<file path="src/rtl/logip_pkg.sv">
// rtl/logip_pkg.sv - shared types and defaults for the logIP capture controller
//
// Purpose: controller state encoding and default widths, imported by the
// capture controller and its down-counter.
// Ports: none (package).
package logip_pkg;

  localparam int unsigned ADDR_W_DEF = 10;
  localparam int unsigned CNT_W_DEF  = 16;

  typedef enum logic [1:0] {
    IDLE  = 2'd0,
    ARMED = 2'd1,
    DELAY = 2'd2,
    READ  = 2'd3
  } ctrl_state_e;

endpackage

</file>
<file path="src/rtl/logip_down_cnt.sv">
// rtl/logip_down_cnt.sv - loadable down-counter with zero and one flags
//
// Purpose: CNT_W down-counter; load wins over decrement, decrement saturates at 0.
// Ports:
//   clk_i, rst_in  clock, async active-low reset
//   load_i         load load_val_i
//   load_val_i     value to load
//   dec_i          decrement by one
//   zero_o         count == 0
//   last_o         count == 1
module logip_down_cnt
  import logip_pkg::*;
#(
  parameter int unsigned CNT_W = CNT_W_DEF
) (
  input  logic             clk_i,
  input  logic             rst_in,
  input  logic             load_i,
  input  logic [CNT_W-1:0] load_val_i,
  input  logic             dec_i,
  output logic             zero_o,
  output logic             last_o
);
  localparam logic [CNT_W-1:0] ONE = CNT_W'(1);

  logic [CNT_W-1:0] cnt_q, cnt_d;

  always_comb begin
    cnt_d = cnt_q;
    if (load_i) begin
      cnt_d = load_val_i;
    end else if (dec_i && (cnt_q != '0)) begin
      cnt_d = cnt_q - ONE;
    end
  end

  always_ff @(posedge clk_i or negedge rst_in) begin
    if (!rst_in) begin
      cnt_q <= '0;
    end else begin
      cnt_q <= cnt_d;
    end
  end

  assign zero_o = (cnt_q == '0);
  assign last_o = (cnt_q == ONE);

endmodule

</file>
<file path="src/rtl/logip_capture_ctrl.sv">
// rtl/logip_capture_ctrl.sv - logIP capture sequencer: ring-buffer arm, post-trigger delay, newest-first readback
//
// Purpose: writes samples into the sample RAM as a ring while armed, keeps
// writing delay_cnt samples after the trigger, then streams read_cnt samples
// newest first to the UART transmitter with a valid/ready handshake.
// Ports:
//   clk_i, rst_in          clock, async active-low reset
//   arm_i, abort_i         command pulses (abort has priority)
//   stb_i, trg_i           sample strobe, trigger match
//   read_cnt_i             samples to read back (clamped to RAM depth)
//   delay_cnt_i            post-trigger samples after the trigger sample
//   we_o, waddr_o          RAM write port
//   raddr_o                RAM read address (data one cycle later)
//   rd_valid_o, rd_ready_i readback handshake
//   busy_o, armed_o, triggered_o  status
module logip_capture_ctrl
  import logip_pkg::*;
#(
  parameter int unsigned ADDR_W = ADDR_W_DEF,
  parameter int unsigned CNT_W  = CNT_W_DEF
) (
  input  logic              clk_i,
  input  logic              rst_in,
  input  logic              arm_i,
  input  logic              abort_i,
  input  logic              stb_i,
  input  logic              trg_i,
  input  logic [CNT_W-1:0]  read_cnt_i,
  input  logic [CNT_W-1:0]  delay_cnt_i,
  output logic              we_o,
  output logic [ADDR_W-1:0] waddr_o,
  output logic [ADDR_W-1:0] raddr_o,
  output logic              rd_valid_o,
  input  logic              rd_ready_i,
  output logic              busy_o,
  output logic              armed_o,
  output logic              triggered_o
);
  localparam logic [CNT_W-1:0]  DEPTH    = CNT_W'(2**ADDR_W);
  localparam logic [ADDR_W-1:0] ADDR_ONE = ADDR_W'(1);

  ctrl_state_e       state_q, state_d;
  logic [ADDR_W-1:0] waddr_q, waddr_d;
  logic [ADDR_W-1:0] raddr_q, raddr_d;
  logic              rd_valid_q, rd_valid_d;
  logic [CNT_W-1:0]  rd_cfg_q, rd_cfg_d;
  logic [CNT_W-1:0]  dly_cfg_q, dly_cfg_d;
  logic              we;
  logic              dcnt_load, dcnt_dec, dcnt_zero, dcnt_last;
  logic              rcnt_load, rcnt_dec, rcnt_zero, rcnt_last;

  // Abort wins over the strobe, so an aborting cycle never writes.
  assign we = stb_i & ~abort_i & ((state_q == ARMED) | (state_q == DELAY));

  always_comb begin
    state_d    = state_q;
    waddr_d    = we ? (waddr_q + ADDR_ONE) : waddr_q;
    raddr_d    = raddr_q;
    rd_valid_d = 1'b0;
    rd_cfg_d   = rd_cfg_q;
    dly_cfg_d  = dly_cfg_q;
    dcnt_load  = 1'b0;
    dcnt_dec   = 1'b0;
    rcnt_load  = 1'b0;
    rcnt_dec   = 1'b0;
    if (abort_i) begin
      state_d = IDLE;
    end else begin
      case (state_q)
        IDLE: begin
          if (arm_i) begin
            state_d   = ARMED;
            rd_cfg_d  = (read_cnt_i > DEPTH) ? DEPTH : read_cnt_i;
            dly_cfg_d = delay_cnt_i;
          end
        end
        ARMED: begin
          if (stb_i && trg_i) begin
            if (dly_cfg_q == '0) begin
              // The sample written this cycle is the newest one; read starts there.
              state_d   = READ;
              raddr_d   = waddr_q;
              rcnt_load = 1'b1;
            end else begin
              state_d   = DELAY;
              dcnt_load = 1'b1;
            end
          end
        end
        DELAY: begin
          if (stb_i) begin
            dcnt_dec = 1'b1;
            if (dcnt_last || dcnt_zero) begin
              state_d   = READ;
              raddr_d   = waddr_q;
              rcnt_load = 1'b1;
            end
          end
        end
        READ: begin
          if (rcnt_zero) begin
            state_d = IDLE;
          end else if (!rd_valid_q) begin
            // RAM output for raddr_q is ready one cycle after the address.
            rd_valid_d = 1'b1;
          end else if (rd_ready_i) begin
            raddr_d  = raddr_q - ADDR_ONE;
            rcnt_dec = 1'b1;
            if (rcnt_last) begin
              state_d = IDLE;
            end
          end else begin
            rd_valid_d = 1'b1;
          end
        end
        default: state_d = IDLE;
      endcase
    end
  end

  always_ff @(posedge clk_i or negedge rst_in) begin
    if (!rst_in) begin
      state_q    <= IDLE;
      waddr_q    <= '0;
      raddr_q    <= '0;
      rd_valid_q <= 1'b0;
      rd_cfg_q   <= '0;
      dly_cfg_q  <= '0;
    end else begin
      state_q    <= state_d;
      waddr_q    <= waddr_d;
      raddr_q    <= raddr_d;
      rd_valid_q <= rd_valid_d;
      rd_cfg_q   <= rd_cfg_d;
      dly_cfg_q  <= dly_cfg_d;
    end
  end

  logip_down_cnt #(.CNT_W(CNT_W)) u_dcnt (
    .clk_i      (clk_i),
    .rst_in     (rst_in),
    .load_i     (dcnt_load),
    .load_val_i (dly_cfg_q),
    .dec_i      (dcnt_dec),
    .zero_o     (dcnt_zero),
    .last_o     (dcnt_last)
  );

  logip_down_cnt #(.CNT_W(CNT_W)) u_rcnt (
    .clk_i      (clk_i),
    .rst_in     (rst_in),
    .load_i     (rcnt_load),
    .load_val_i (rd_cfg_q),
    .dec_i      (rcnt_dec),
    .zero_o     (rcnt_zero),
    .last_o     (rcnt_last)
  );

  assign we_o        = we;
  assign waddr_o     = waddr_q;
  assign raddr_o     = raddr_q;
  assign rd_valid_o  = rd_valid_q;
  assign busy_o      = (state_q != IDLE);
  assign armed_o     = (state_q == ARMED);
  assign triggered_o = (state_q == DELAY) || (state_q == READ);

endmodule

</file>
<file path="config.mk">
export PLATFORM = sky130hd
export DESIGN_NAME = logip_capture_ctrl
export DESIGN_NICKNAME = d
export VERILOG_FILES = /design/src/rtl/logip_pkg.sv /design/src/rtl/logip_down_cnt.sv /design/src/rtl/logip_capture_ctrl.sv
export SDC_FILE = /design/constraint.sdc
export NUM_CORES = 1
export LEC_CHECK = 0
export CORE_MARGIN = 4
export CORE_UTILIZATION = 45
export CTS_BUF_LIST = sky130_fd_sc_hd__clkbuf_8
export DETAILED_ROUTE_END_ITERATION = 16
export PLACE_DENSITY = 0.72
export SYNTH_ARGS = -nofsm -noshare
export SYNTH_HDL_FRONTEND = slang
export SYNTH_HIERARCHICAL = 1
export SYNTH_SLANG_ARGS = --single-unit
</file>
<file path="constraint.sdc">
create_clock -name clk_i -period 2.8 [get_ports clk_i]
set_input_delay 0.28 -clock clk_i [delete_from_list [all_inputs] [get_ports clk_i]]
set_output_delay 0.28 -clock clk_i [all_outputs]
set_load 0.02 [all_outputs]
</file>
==> run_results.csv, run 1 <==
group,metric,value,unit
placed_design,dpl_cell_area,0.005699,mm2
timing,slew_viol_final,0,
clock_tree,clkLatencyLatePin,0.36,ns
finish,instances_no_fill,701,
clock_tree,h-tree-depth,3,
global_routing,antenna_found_initial,0,
route,highest_layer,"met4",
worst_setup_path,r2r_cells,11,
global_routing,grt_usage,0.1901,
worst_setup_path,crit_type,"flop to flop",
finish,design_area,0.005986,mm2
finish,fill_cells,911,
worst_setup_path,r2r_slack,0.15,ns
route,met2_length,5693,um
worst_setup_path,cp-start-kind,"flop",
die,row_count,37,
finish,final_nets,613,
timing,fmax,377.3,MHz
worst_setup_path,critPathMaxFanout,5,
synth,ys_seq_area_frac,0.4549,
pwr,power.total,4.530,mW
timing,min_period,2.650,ns
route,vias,4049,
placed_design,dp_hpwl,8561,um
die,die_y,111.1,um
global_routing,grt_pass1_wl,19440,um
die,dieArea,0.01235,mm2
timing,worst_slew_pin_slew,0.6875,ns
synth,netlist-cell-type-count,74,
synth,synth-edff-count,0,
global_routing,grt_max_degree,44,
route,firstDrtPassIters,4,
global_routing,first_global_vias,4037,
timing,fin_hold_ws,0.4457,ns
timing,finalWorstSetupSlack,0.1496,ns
worst_setup_path,arrival,2.94,ns
placed_design,place.gp.congestion,0.8802,
timing,final-hold-violation-count,0,
pwr,p_leak,2.522,nW
synth,ys_ff_latch,87,
die,initial_utilization,0.4636,
global_routing,grt_overflow,0,
run,max_cap_violations,0,
placed_design,portBuffers,63,
timing,setup_violations,0,
clock_tree,cts_tree,"done",
route,avgViaCountPerCell,5.776,
synth,synthFlopType,"dfrtp_1",
worst_setup_path,r2r_start,"u_rcnt/cnt_q[1]$_DFFE_PN0P_",
clock_tree,numCtsBuffers,9,
worst_setup_path,cp-end-kind,"flop",
synth,avgSynthCellArea,10.16,um2
route,wl_per_cell,16.73,um
status,status,"finished, final reports clean",
clock_tree,cts-root-buf,"clkbuf_8",
synth,synthArstFlopShare,1.000,
worst_setup_path,reg2reg_to,"u_rcnt/cnt_q[7]$_DFFE_PN0P_",
pwr,power_density,756.9,mW/mm2
synth,syn_inst,471,
timing,setup_tns,0,ns
clock_tree,cts.reportedPaths.clkPinSlew,0.09,ns
finish,n_antenna_cell,0,
finish,drive_above_1_share,0.1681,
worst_hold_path,hold_path_class,"primary input to async pin",
die,pin_count,64,
pwr,vdd_drop_max,375.5,uV
worst_setup_path,required,3.09,ns
placed_design,preCtsSetupSlack,0.01109,ns
timing,relSlewSlack,0.5381,
route,wl_met3,346,um
clock_tree,cts_buffer_depth,2,
clock_tree,cts_sinks,87,
timing,period_share,0.9466,
synth,synth_fp_nets,521,
finish,syn_to_final_growth,25.07,%
route,drtIter0Drc,198,
route,drc_errors,0,
placed_design,dp_cells,678,
synth,syn-cell-area,0.004786,mm2
die,die-width,111.1,um
finish,final_util,0.5798,
route,ant_nets,0,
timing,fin_skew,0.01215,ns
die,core_area,0.01032,mm2
route,wl_met1,5504,um
synth,yosys_warnings,6,
route,wl,11730,um
[worst max path at each step]
stage | cells after the start | slack, ns | to | startpoint
floorplan | 8 | 0.002 | u_rcnt/cnt_q[11]$_DFFE_PN0P_ | u_dcnt/cnt_q[10]$_DFFE_PN0P_
global placement | 11 | 0.12 | u_rcnt/cnt_q[7]$_DFFE_PN0P_ | u_rcnt/cnt_q[1]$_DFFE_PN0P_
detailed placement | 11 | 0.01 | u_rcnt/cnt_q[7]$_DFFE_PN0P_ | u_rcnt/cnt_q[1]$_DFFE_PN0P_
CTS | 8 | 0.03 | raddr_o[7]$_DFFE_PN0P_ | u_dcnt/cnt_q[14]$_DFFE_PN0P_
global route | 12 | -0.06 | u_rcnt/cnt_q[15]$_DFFE_PN0P_ | u_dcnt/cnt_q[0]$_DFFE_PN0P_
finish | 11 | 0.15 | u_rcnt/cnt_q[7]$_DFFE_PN0P_ | u_rcnt/cnt_q[1]$_DFFE_PN0P_
[cells in the mapped netlist (3+ instances only)]
| library cell | count | area (um2) |
|---|---|---|
| dfrtp_1 | 87 | 2177 |
| nand2_1 | 34 | 127.6 |
| nor2_1 | 26 | 97.59 |
| inv_1 | 21 | 78.83 |
| o21ai_0 | 18 | 90.09 |
| mux2_2 | 17 | 191.4 |
| nand3_1 | 17 | 85.08 |
| a21oi_1 | 14 | 70.07 |
| a31oi_1 | 13 | 81.33 |
| nor3_1 | 13 | 65.06 |
| clkbuf_1 | 12 | 45.04 |
| nand4_1 | 12 | 75.07 |
| ha_1 | 11 | 137.6 |
| a22o_1 | 10 | 87.58 |
| nand2b_1 | 9 | 56.30 |
| nor4b_1 | 9 | 78.83 |
| and2_1 | 8 | 50.05 |
| nor4_1 | 8 | 50.05 |
| or3_1 | 8 | 50.05 |
| or4_1 | 8 | 60.06 |
| xnor2_1 | 7 | 61.31 |
| a211o_1 | 6 | 52.55 |
| mux2i_1 | 6 | 60.06 |
| nor3b_1 | 5 | 37.54 |
| o211ai_1 | 5 | 37.54 |
| o21ai_1 | 5 | 25.02 |
| and3_1 | 4 | 25.02 |
| nor2b_1 | 4 | 25.02 |
| o21a_1 | 4 | 30.03 |
| or2_2 | 4 | 25.02 |
| a2bb2oi_1 | 3 | 26.28 |
| buf_2 | 3 | 15.01 |
| nand3b_1 | 3 | 22.52 |
| o31ai_1 | 3 | 22.52 |
| o41ai_1 | 3 | 26.28 |
[per-layer routing]
metal / track usage / vias up
li1: - / 1959
met1: 0.2577 / 1998
met3: 0.02020 / 15
met4: 0.06813 / 0
met5: 0 / -
met2: 0.3167 / 77
[sequential cells by signal, summed over array words and instances, names as in the netlist]
register,cells
rd_cfg_q,16
raddr_o,10
rd_valid_o,1
waddr_o,10
dly_cfg_q,16
u_rcnt/cnt_q,16
u_dcnt/cnt_q,16
state_q,2
[critical path, stage by stage (launching register included)]
cell and delay [ns]:
dfrtp_1 0.37, inv_1 0.07, ha_2 0.19, nor4b_1 0.14
nand4_1 0.12, inv_1 0.07, nand2b_4 0.16, nor3_4 0.15
or4b_4 0.50, or3_1 0.34, a311o_1 0.34, a2bb2oi_2 0.13
[cell families (layout without fill, tap and decap cells)]
family	after synthesis	in the layout	synth area share
AO/OA/AOI/OAI	109	110	0.1718
XOR/XNOR	9	9	0.01647
adder cells (fa/ha/maj)	11	11	0.02876
buffers and inverters	41	134	0.03686
flip-flops	87	87	0.4549
multiplexers	23	23	0.05255
AND/OR/NAND/NOR	191	191	0.2387
[cell usage in the layout, fill, tap and decap left out, types with 12 or more instances in the layout]
master           instances
a21oi_1                 14
mux2_2                  17
nor3_1                  12
nand3_1                 17
nand4_1                 12
buf_4                   34
a31oi_1                 13
nor2_1                  26
nand2_1                 34
o21ai_0                 18
clkdlybuf4s50_1         62
dfrtp_1                 87
inv_1                   23
[final cells by class]
cell class	instances	area [um2]	area share
clock buffers	9	123.9	0.02069
clock inverters	4	20.02	0.003344
inverters	23	90.09	0.01505
multi-input cells	344	2507	0.4189
flip-flops and latches	87	2177	0.3637
well taps	136	170.2	0.02843
repair buffers	98	897.1	0.1499
[timing repair]
| action | CTS | global route |
|---|---|---|
| hold endpoints to repair | 41 | 0 |
| pin swaps | 0 | 2 |
| gates resized for setup | 1 | 10 |
| buffers inserted | 0 | 8 |
| endpoints found under the setup margin | 1 | 22 |
| cloned | 0 | 1 |
| hold buffers | 1 | 0 |
[power breakdown]
| part | total [mW] | switching, mW | internal [mW] |
|---|---|---|---|
| Combinational | 1.77 | 0.889 | 0.885 |
| Clock | 0.732 | 0.432 | 0.301 |
| Sequential | 2.02 | 0.422 | 1.60 |
Power figures use the tool's default switching activity.
==> run 2: changes to the inputs <==
CAP_MARGIN = 20   (was default)
==> results of run 2 <==
Same layout as run 1: the final DEF is identical, and so are final timing and power.
==> run 3: changes to the inputs <==
GPL_TIMING_DRIVEN = 0   (was default)
==> run 3 against run 2 <==
- combinational power about the same
- routed wire length up 2.4%
- count of clock-buffer cells in the layout up 1
- worst setup slack worse by 0.086 ns
- sequential share of layout area down 0.44 points
- flip-flop and latch count unchanged
- clock power up 19%
- utilization up 0.71 points
- register-to-register slack worse by 0.09 ns
- via count up 1.7%
- first-iteration DRC count down 0.51%
- largest power group unchanged
- highest routed layer unchanged
==> run_results.csv, run 3 (same netlist as run 1, synthesis figures left out) <==
group,metric,value,unit
global_routing,grt_usage,0.1954,
placed_design,portBuffers,63,
clock_tree,cts.reportedPaths.clkPinSlew,0.09,ns
worst_setup_path,path_buf_inv,4,
finish,fill_cells,873,
pwr,clock_power_share,0.184,
pwr,intPower,2.927,mW
timing,setup_violations,0,
finish,syn_to_final_growth,26.61,%
clock_tree,cts-root-buf,"clkbuf_8",
placed_design,place.gp.congestion,0.8917,
die,pin_count,64,
route,wl_per_cell,17.19,um
worst_setup_path,required,3.11,ns
route,avgViaCountPerCell,5.888,
worst_setup_path,cpPeakStageDelay,0.44,ns
clock_tree,cts_tree,"done",
global_routing,grt_pass1_wl,19820,um
timing,fin_skew,0.01389,ns
placed_design,dpl_cell_area,0.005622,mm2
worst_setup_path,crit_chain,"inv_1 -> ha_4 -> nor4b_2 -> nand4_1 -> inv_2 -> o21ai_1 -> a22oi_2 -> buf_4 -> o2111ai_4 -> buf_12 -> or3b_1 -> nand3_1",
worst_setup_path,crit_type,"flop to flop",
route,firstDrtPassIters,5,
clock_tree,numCtsBuffers,9,
worst_setup_path,arrival,3.04,ns
clock_tree,h-tree-depth,3,
global_routing,grt_overflow,0,
finish,final_common_cell,"dfrtp_1",
finish,design_area,0.006060,mm2
timing,period_share,0.9773,
timing,fmax,365.4,MHz
die,initial_utilization,0.4636,
timing,slew_viol_final,0,
status,status,"finished, final reports clean",
global_routing,antenna_found_initial,0,
finish,n_antenna_cell,0,
timing,final-hold-violation-count,0,
worst_setup_path,cp-start-kind,"flop",
global_routing,grt_max_degree,50,
timing,worst_slew_pin_slew,0.7261,ns
timing,fin_hold_ws,0.4265,ns
pwr,switching_share,0.3788,
finish,final_cell_mix,"dfrtp_1, clkdlybuf4s50_1, nand2_1, nor2_1",
die,die_y,111.1,um
pwr,p_switching,1.785,mW
global_routing,first_global_vias,4059,
die,dieArea,0.01235,mm2
clock_tree,cts_sinks,87,
timing,relSlewSlack,0.5122,
clock_tree,clkLatencyLatePin,0.37,ns
die,core_area,0.01032,mm2
pwr,p_leak,2.519,nW
worst_setup_path,critPathMaxFanout,6,
finish,drive_above_1_share,0.1758,
worst_hold_path,hold_path_class,"primary input to async pin",
route,vias,4116,
worst_setup_path,critPathSlowestCell,"dfrtp_1",
pwr,comb_power_share,0.378,
route,wl,12020,um
worst_setup_path,cp_top_family,"simple AND/OR/NAND/NOR gates",
timing,min_period,2.736,ns
die,row_count,37,
worst_setup_path,r2r_slack,0.06,ns
worst_setup_path,cp-end-kind,"flop",
route,drtIter0Drc,197,
placed_design,dp_hpwl,8613,um
route,ant_nets,0,
pwr,power_density,777.5,mW/mm2
run,max_cap_violations,0,
clock_tree,cts_buffer_depth,2,
timing,setup_tns,0,ns
pwr,vdd_drop_max,400.8,uV
die,die-width,111.1,um
pwr,power_frac_seq,0.438,
finish,final_nets,609,
pwr,power.total,4.711,mW
route,drc_errors,0,
-- run 3: cell count changes in the layout (fill, tap and decap cells not counted), moves of 2 or more --
cell      before  now
buf_4         34   12
buf_2          0    4
inv_1         23   18
inv_2          1    6
clkbuf_2       0    5
buf_6          1    3
nor4_2         3    1
clkbuf_1       0    5
ha_4           0    2
nor4_4         2    4
-- run 3: path summary, 6_finish.rpt --
kind                       depth (start not counted)                      endpoint                   startpoint
max in group asynchronous                          3      rd_cfg_q[11]$_DFFE_PN0P_                       rst_in
hold reg to reg                                    2  u_rcnt/cnt_q[11]$_DFFE_PN0P_     rd_cfg_q[11]$_DFFE_PN0P_
setup reg to reg                                  12        raddr_o[7]$_DFFE_PN0P_  u_dcnt/cnt_q[1]$_DFFE_PN0P_
hold / removal                                     2  u_dcnt/cnt_q[15]$_DFFE_PN0P_                       rst_in
setup / recovery                                  12        raddr_o[7]$_DFFE_PN0P_  u_dcnt/cnt_q[1]$_DFFE_PN0P_
min in group clk_i                                 2  u_rcnt/cnt_q[11]$_DFFE_PN0P_     rd_cfg_q[11]$_DFFE_PN0P_
-- run 3: repair_timing --
item,in CTS,in global routing
endpoints found under the setup margin,30,36
hold buffers,1,0
pin swaps,0,4
endpoints found under the hold margin,38,0
gates resized for setup,10,30
buffers inserted,4,9
-- run 3: area by class of cell --
type,count,area [um2],area share
Sequential cell,87,2177,0.3593
Buffer,17,100.1,0.01652
Clock buffer,10,137.6,0.02271
Timing Repair Buffer,78,773.2,0.1276
Multi-Input combinational cell,343,2564,0.4231
Tap cell,136,170.2,0.02808
Inverter,23,86.33,0.01425
Clock inverter,5,51.30,0.008466
-- run 3: through the flow --
| stage | instances | setup slack, ns | utilization |
|---|---|---|---|
| after global routing | 699 | -0.07190 | 0.5870 |
| after floorplan | 471 | 0.001906 | - |
| final | 699 | 0.06355 | 0.5870 |
| after detailed placement | 671 | -0.8734 | 0.5445 |
| after CTS | 691 | -0.00005729 | 0.5706 |
| after global placement | 670 | -1.697 | 0.5421 |
-- run 3: power by group through the flow --
stage	Clock, mW	Combinational (mW)	Sequential (mW)
2_1_floorplan	0	1.03	2.01
5_1_grt	0.939	1.95	2.12
3_3_place_gp	0	1.60	2.00
6_report	0.868	1.78	2.06
3_5_place_dp	0	1.66	2.03
4_1_cts	0.897	1.69	2.02
-- run 3: metal layers --
metal,GRT usage,up-vias,share of wire
met5,0,-,0
met4,0.07543,0,0.017
met3,0.03712,21,0.056
met2,0.3224,133,0.49
met1,0.2553,2008,0.44
li1,-,1954,-
